==> config.mk <==
export PLATFORM = sky130hd
export DESIGN_NAME = fetch_controller
export DESIGN_NICKNAME = d
export VERILOG_FILES = /design/src/rtl/fetch_controller.sv
export SDC_FILE = /design/constraint.sdc
export NUM_CORES = 1
export LEC_CHECK = 0
export CORE_MARGIN = 2
export CORE_UTILIZATION = 40
export CTS_BUF_LIST = sky130_fd_sc_hd__clkbuf_8 sky130_fd_sc_hd__clkbuf_16
export CTS_CLUSTER_SIZE = 8
export DETAILED_ROUTE_END_ITERATION = 7
export PLACE_DENSITY = 0.73
export SYNTH_ARGS = -nofsm -noshare
export SYNTH_HDL_FRONTEND = slang
export SYNTH_SLANG_ARGS = --single-unit
==> constraint.sdc <==
create_clock -name CLK -period 2.3 [get_ports CLK]
set_clock_uncertainty 0.1 [all_clocks]
set_input_delay 0.345 -clock CLK [delete_from_list [all_inputs] [get_ports CLK]]
set_output_delay 0.345 -clock CLK [all_outputs]
set_load 0.01 [all_outputs]
==> src/rtl/fetch_controller.sv <==
// fetch_controller: owns the program counter and sequences one instruction
// memory request at a time, presenting each fetched word downstream over a
// valid/ready handshake. Branch/jump redirects squash in-flight work safely.
//
// Build option: define FETCH_MISALIGN_TRAP_EN to trap on redirect targets with
// nonzero [1:0] (enters FAULT until Reset). Without it, target bits [1:0] are
// cleared before the PC is loaded and Fault is tied low.
//
// state | meaning
// ------+--------------------------------------------------------------
// IDLE  | after reset; accepts a redirect, then starts fetching
// REQ   | request outstanding at PC; capture response or retarget
// DRAIN | stale request outstanding; wait for it, then jump to pend_pc
// HOLD  | instruction held downstream until accepted or squashed
// FAULT | misaligned redirect trapped; frozen until Reset

module fetch_controller #(
    parameter logic [31:0] RESET_VECTOR = 32'h00000000
) (
    input  logic        CLK,
    input  logic        Reset,
    output logic        imem_req,
    output logic [31:0] imem_addr,
    input  logic        imem_valid,
    input  logic [31:0] imem_rdata,
    input  logic        RedirectValid,
    input  logic [1:0]  RedirectSel,
    input  logic [31:0] PCTarget,
    input  logic [31:0] ALUResult,
    output logic [31:0] Instr,
    output logic [31:0] InstrPC,
    output logic        InstrValid,
    input  logic        InstrReady,
    output logic [31:0] PC,
    output logic [31:0] PCPlus4,
    output logic        Fault
);

    typedef enum logic [2:0] {
        S_IDLE  = 3'd0,
        S_REQ   = 3'd1,
        S_HOLD  = 3'd2,
        S_DRAIN = 3'd3,
        S_FAULT = 3'd4
    } state_t;

    state_t      state, state_nxt;
    logic [31:0] pc, pc_nxt;
    logic [31:0] pend_pc, pend_pc_nxt;
    logic [31:0] instr_q, instr_nxt;
    logic [31:0] instr_pc_q, instr_pc_nxt;

    logic        redir_eff;
    logic [31:0] redir_tgt_raw;
    logic [31:0] redir_tgt;
    logic        redir_mis;
    logic [31:0] drain_tgt;
    logic        drain_mis;

    assign redir_eff     = RedirectValid && ((RedirectSel == 2'b01) || (RedirectSel == 2'b10));
    assign redir_tgt_raw = (RedirectSel == 2'b01) ? PCTarget : ALUResult;

    // A redirect landing in the same cycle as the draining response is the
    // most recent one, so it takes precedence over the stored pend_pc.
    assign drain_tgt = redir_eff ? redir_tgt : pend_pc;

`ifdef FETCH_MISALIGN_TRAP_EN
    assign redir_tgt = redir_tgt_raw;
    assign redir_mis = |redir_tgt[1:0];
    assign drain_mis = |drain_tgt[1:0];
    assign Fault     = (state == S_FAULT);
`else
    assign redir_tgt = redir_tgt_raw & 32'hFFFF_FFFC;
    assign redir_mis = 1'b0;
    assign drain_mis = 1'b0;
    assign Fault     = 1'b0;
`endif

    assign imem_req   = (state == S_REQ) || (state == S_DRAIN);
    assign imem_addr  = pc;
    assign PC         = pc;
    assign PCPlus4    = pc + 32'd4;
    assign Instr      = instr_q;
    assign InstrPC    = instr_pc_q;
    // Masking with the live redirect keeps a wrong-path handshake from ever completing.
    assign InstrValid = (state == S_HOLD) && !redir_eff;

    // State and datapath registers with synchronous reset.
    always_ff @(posedge CLK) begin
        if (Reset) begin
            state      <= S_IDLE;
            pc         <= RESET_VECTOR;
            pend_pc    <= 32'h0;
            instr_q    <= 32'h0;
            instr_pc_q <= 32'h0;
        end else begin
            state      <= state_nxt;
            pc         <= pc_nxt;
            pend_pc    <= pend_pc_nxt;
            instr_q    <= instr_nxt;
            instr_pc_q <= instr_pc_nxt;
        end
    end

    // Next-state and next-datapath decode.
    always_comb begin
        state_nxt    = state;
        pc_nxt       = pc;
        pend_pc_nxt  = pend_pc;
        instr_nxt    = instr_q;
        instr_pc_nxt = instr_pc_q;
        case (state)
            S_IDLE: begin
                state_nxt = S_REQ;
                if (redir_eff) begin
                    pc_nxt = redir_tgt;
                    if (redir_mis) state_nxt = S_FAULT;
                end
            end
            S_REQ: begin
                if (imem_valid) begin
                    if (redir_eff) begin
                        pc_nxt = redir_tgt;
                        if (redir_mis) state_nxt = S_FAULT;
                    end else begin
                        instr_nxt    = imem_rdata;
                        instr_pc_nxt = pc;
                        state_nxt    = S_HOLD;
                    end
                end else if (redir_eff) begin
                    // Address must stay put until memory answers the old request.
                    pend_pc_nxt = redir_tgt;
                    state_nxt   = S_DRAIN;
                end
            end
            S_DRAIN: begin
                if (redir_eff) pend_pc_nxt = redir_tgt;
                if (imem_valid) begin
                    pc_nxt    = drain_tgt;
                    state_nxt = drain_mis ? S_FAULT : S_REQ;
                end
            end
            S_HOLD: begin
                if (redir_eff) begin
                    pc_nxt    = redir_tgt;
                    state_nxt = redir_mis ? S_FAULT : S_REQ;
                end else if (InstrReady) begin
                    pc_nxt    = pc + 32'd4;
                    state_nxt = S_REQ;
                end
            end
            S_FAULT: begin
                state_nxt = S_FAULT;
            end
            default: begin
                state_nxt = S_IDLE;
            end
        endcase
    end

endmodule

Word level (Yosys, flattened, before mapping) --
Cells that the tools add are included.
Operators by class: $add $sub $neg 1, muxes and demuxes 17, bitwise operators 1, eq/ne operators 12, reduce and logical (&&, ||, !) cells 12
Operator list (number):
- 2-to-1 mux 32 bit | 8
- one-hot mux 32 bit (4 select lines) | 1
- one-hot mux 32 bit (2 select lines) | 1
- adder 32 x 3 -> 32 bit, second input constant | 1
- 2-to-1 mux 3 bit | 6
- one-hot mux 3 bit (5 select lines) | 1
- != test 3 bit, second input constant | 3
- AND reduction 4 bit | 2
- equality test 3 x 2 -> 1 bit, second input constant | 2
- != test 2 bit, second input constant | 3
- nonzero test 4 bit | 1
- equality test 3 x 1 -> 1 bit, second input constant | 1
- equality test 3 bit, second input constant | 1
- zero test 3 bit | 1
- AND reduction 3 bit | 1
- equality test 2 x 1 -> 1 bit, second input constant | 1
- equality test 2 bit, second input constant | 1
- logical AND 1 bit | 2
- logical OR 1 bit | 2
- AND reduction 2 bit | 1
- nonzero test 2 bit | 1
- zero test 1 bit | 1
- inverter 1 bit | 1
Storage, ports and cells: input bits 103, output and inout port bits 163, register bits after elaboration 131

Logic depth before layout (Yosys ltp) --
depth after elaboration 6, gate-level depth with buffers 9

Least setup slack after synthesis --
OpenSTA, ideal clock, no wires.
path type reg-to-output, start point register pc[2] (netlist: PC[2]), end point output port PCPlus4[30], data required time 1.855 ns, cell stages (with the launch flop) 7, arrival 1.988 ns, slack -0.133 ns, cells stage by stage dfxtp_1 -> ha_1 -> nand3_1 -> or4_1 -> buf_6 -> o31a_1 -> or2_2
On the way: longest elaborated chain between the ends 1
Ends and longest elaborated chain:
- start, declared | line 48 | logic [31:0] pc, pc_nxt;
- start signal, assigned | line 98 | pc <= pc_nxt;
- adder 32 x 3 -> 32 bit | line 82 | assign PCPlus4 = pc + 32'd4;
- end, declared | line 35 | output logic [31:0] PCPlus4,
Every way passes these cells.

Final worst setup path --
start point register pc[15] (netlist: PC[15]), end point output port PCPlus4[24]
Same word-level chain as after synthesis.

==> flow_metrics.env <==
export IMPL_p_leak_uw=0.00465
export IMPL_power_frac_seq=0.339
export IMPL_setup_viol=27
export IMPL_portBuffers=260
export IMPL_fin_crit_sh=1.21
export IMPL_cts_buffer_depth=2
export IMPL_dpl_worst_slack_ps=-519
export IMPL_fin_crit_ps=2790
export IMPL_routedWlPerCell_um=18.7
export IMPL_nets=1329
export IMPL_critPathMaxFanout=6
export IMPL_h_tree_depth=4
export IMPL_die_height_um=135
export IMPL_cts_buffers=17
export IMPL_p_sw_uw=2090
export IMPL_cp_end_kind="output pin"
export IMPL_syn_inst=851
export IMPL_gr_total_overflow=0
export IMPL_ys_seq_elements=131
export IMPL_ys_seq_area_frac=0.384
export IMPL_dieWidth_um=135
export IMPL_clock_sinks=131
export IMPL_wl_mm=27.3
export IMPL_r2r_slack_ps=-480
export IMPL_dpl_cell_area_um2=10300
export IMPL_vias=7986
export IMPL_outcome="complete, but fails checks"
export IMPL_crit_reg2reg_launch="PC[15]"
export IMPL_drtPass1Iterations=6
export IMPL_syn_cell_area_um2=6820
export IMPL_worstReg2RegEnd="PC[24]"
export IMPL_rsz0062_at_grt="yes"
export IMPL_internal_power_uw=5220
export IMPL_cts_root_buf="clkbuf_16"
export IMPL_crit_path_start="PC[15]"
export IMPL_synth_edf_count=0
export IMPL_drv_slew=0
export IMPL_globalplace_congestion=0.920
export IMPL_avgViaCountPerCell=5.48
export IMPL_cts_reportedPaths_clkPinSlew_ps=60
export IMPL_yosys_most_used_dff="dfxtp_1"
export IMPL_drive_gt1_frac=0.285
export IMPL_r2r_cells=14
export IMPL_p_sw_frac=0.285
export IMPL_start_util=0.410
export IMPL_final_common_cell="clkdlybuf4s50_1"
export IMPL_grt_usage=0.270
export IMPL_pwr_share_clk=0.398
export IMPL_synth_nets=956
export IMPL_cts_tree="done"
export IMPL_dp_hpwl_mm=17.6
export IMPL_die_area_um2=18100
export IMPL_crit_path_end="PCPlus4[24]"
export IMPL_clk_latency_ps=420
export IMPL_worst_pin_slew_ps=481
export IMPL_final_cell_mix="clkdlybuf4s50_1 (230), buf_4 (151), nand2_1 (145), dfxtp_1 (114), a21oi_1 (94)"
export IMPL_combPwrFrac=0.263
export IMPL_peakVddDrop_uv=404
export IMPL_route_detailed_drc=0
export IMPL_drt_iter0_markers=865
export IMPL_ant_nets=0
export IMPL_ios=266
export IMPL_cts_hold_buf=0
export IMPL_antenna_found_initial=0
export IMPL_grt_max_degree=52
export IMPL_nFillCells=1226
export IMPL_max_freq_mhz=358
export IMPL_violations="setup timing"
export IMPL_cp_data_required_time_ps=1860
export IMPL_crit_arrival_ps=2350
export IMPL_worst_slack_ps=-492
export IMPL_grt_pass1_wl_mm=38.6
export IMPL_postSynth_asyncResetShare=0
export IMPL_core_area_um2=16600
export IMPL_total_power_uw=7300
export IMPL_syn_avg_cell_area_um2=8.02
export IMPL_maxCapViolCount=0
export IMPL_relSlewSlack=0.670
export IMPL_criticalPathCategory="flip-flop to output pin"
export IMPL_synth_warnings=0
export IMPL_final_area_um2=11900
export IMPL_antenna_cells=0
export IMPL_hold_violations=0
export IMPL_holdCritPathClass="primary input to flip-flop"
export IMPL_critPathLaunchType="flip-flop"
export IMPL_row_count=47
export IMPL_synth_cell_type_count=66
export IMPL_powerDensity_nw_per_um2=616
export IMPL_grt_pass1_vias=7075
export IMPL_syn2layout_area_growth_pct=73.7
[power groups by stage]
stage	Combinational [µW]	Sequential, µW	Clock, µW
floorplan	700	2590	0
global placement	1670	2500	0
detailed placement	1680	2510	0
CTS	1770	2470	2930
global route	2020	2490	3050
finish	1920	2480	2910
[layout make-up]
type / count / area, µm² / share of cell area
Timing Repair Buffer: 458 / 4340 / 0.366
Clock inverter: 15 / 206 / 0.0174
Tap cell: 220 / 275 / 0.0232
Multi-Input combinational cell: 604 / 3910 / 0.330
Sequential cell: 131 / 2650 / 0.224
Inverter: 12 / 45.0 / 0.00380
Clock buffer: 17 / 425 / 0.0359
[kinds of logic after synthesis]
logic type	share of synthesized area
AND/OR/NAND/NOR	0.212
other	0.000550
XOR/XNOR	0.0229
multiplexers	0.0556
adder cells (fa/ha/maj)	0.00367
AO/OA/AOI/OAI	0.216
buffers and inverters	0.104
flip-flops	0.384
[sequential cells by signal, indices dropped and copies added (netlist names)]
register / flops
pend_pc: 32
InstrPC: 32
state: 3
PC: 32
Instr: 32
[worst max-delay path, stage by stage, from the launching register on]
cell and delay, ps:
dfxtp_2 340, nand4_1 180, buf_4 190, or4_4 490, buf_6 170, nor3b_4 220
buf_4 140, or2_4 100, buf_6 90
[synthesized netlist by cell type (all sizes together), types with 7 or more instances]
cell	number	area [µm²]
nand2	147	552
dfxtp	131	2620
a21oi	96	480
nor2	79	297
clkbuf	53	270
buf	49	353
o21ai	47	235
a211oi	36	270
mux2i	30	300
inv	12	45.0
nand4	11	81.3
nor4	11	115
or2	11	68.8
xnor2	11	104
nor3	10	50.1
o31ai	10	75.1
nand3	9	45.0
a22oi	7	52.6
mux2	7	78.8
[metrics by stage]
stage                     setup TNS [ps]   util  hold slack [ps]  std cells
final                              -6820  0.712              246       1457
after global routing               -8620  0.712              247       1457
after CTS                          -4340  0.690              233       1434
after detailed placement          -31440  0.617              346       1369
after global placement            -24020  0.617              341       1369
after floorplan                    -7.00      -              355        851
[what timing repair did]
| item | in CTS | in global routing |
|---|---|---|
| pin swaps | 39 | 30 |
| endpoints found under the setup margin | 32 | 46 |
| gates cloned | 0 | 2 |
| hold endpoints to repair | 0 | 0 |
| setup buffers | 35 | 25 |
| resized for setup | 190 | 48 |
[worst min path at each step]
stage                           start          end  slack (ps)  cells after the start
final                           Reset  pend_pc[18]         250                      2
after global routing            Reset        PC[3]         250                      2
after CTS                       Reset        PC[3]         230                      2
after detailed placement   InstrPC[3]   InstrPC[3]         350                      2
after global placement     InstrPC[1]   InstrPC[1]         340                      2
after floorplan           pend_pc[11]  pend_pc[11]         350                      2
[layer usage]
| layer | routed length [µm] | up-vias | global-route usage |
|---|---|---|---|
| met5 | 0 | - | 0 |
| met4 | 930 | 0 | 0.101 |
| met3 | 2520 | 92 | 0.0541 |
| met2 | 12700 | 530 | 0.437 |
| met1 | 11200 | 3653 | 0.356 |
| li1 | - | 3711 | - |
No activity file was read; power rests on OpenSTA's default activity.
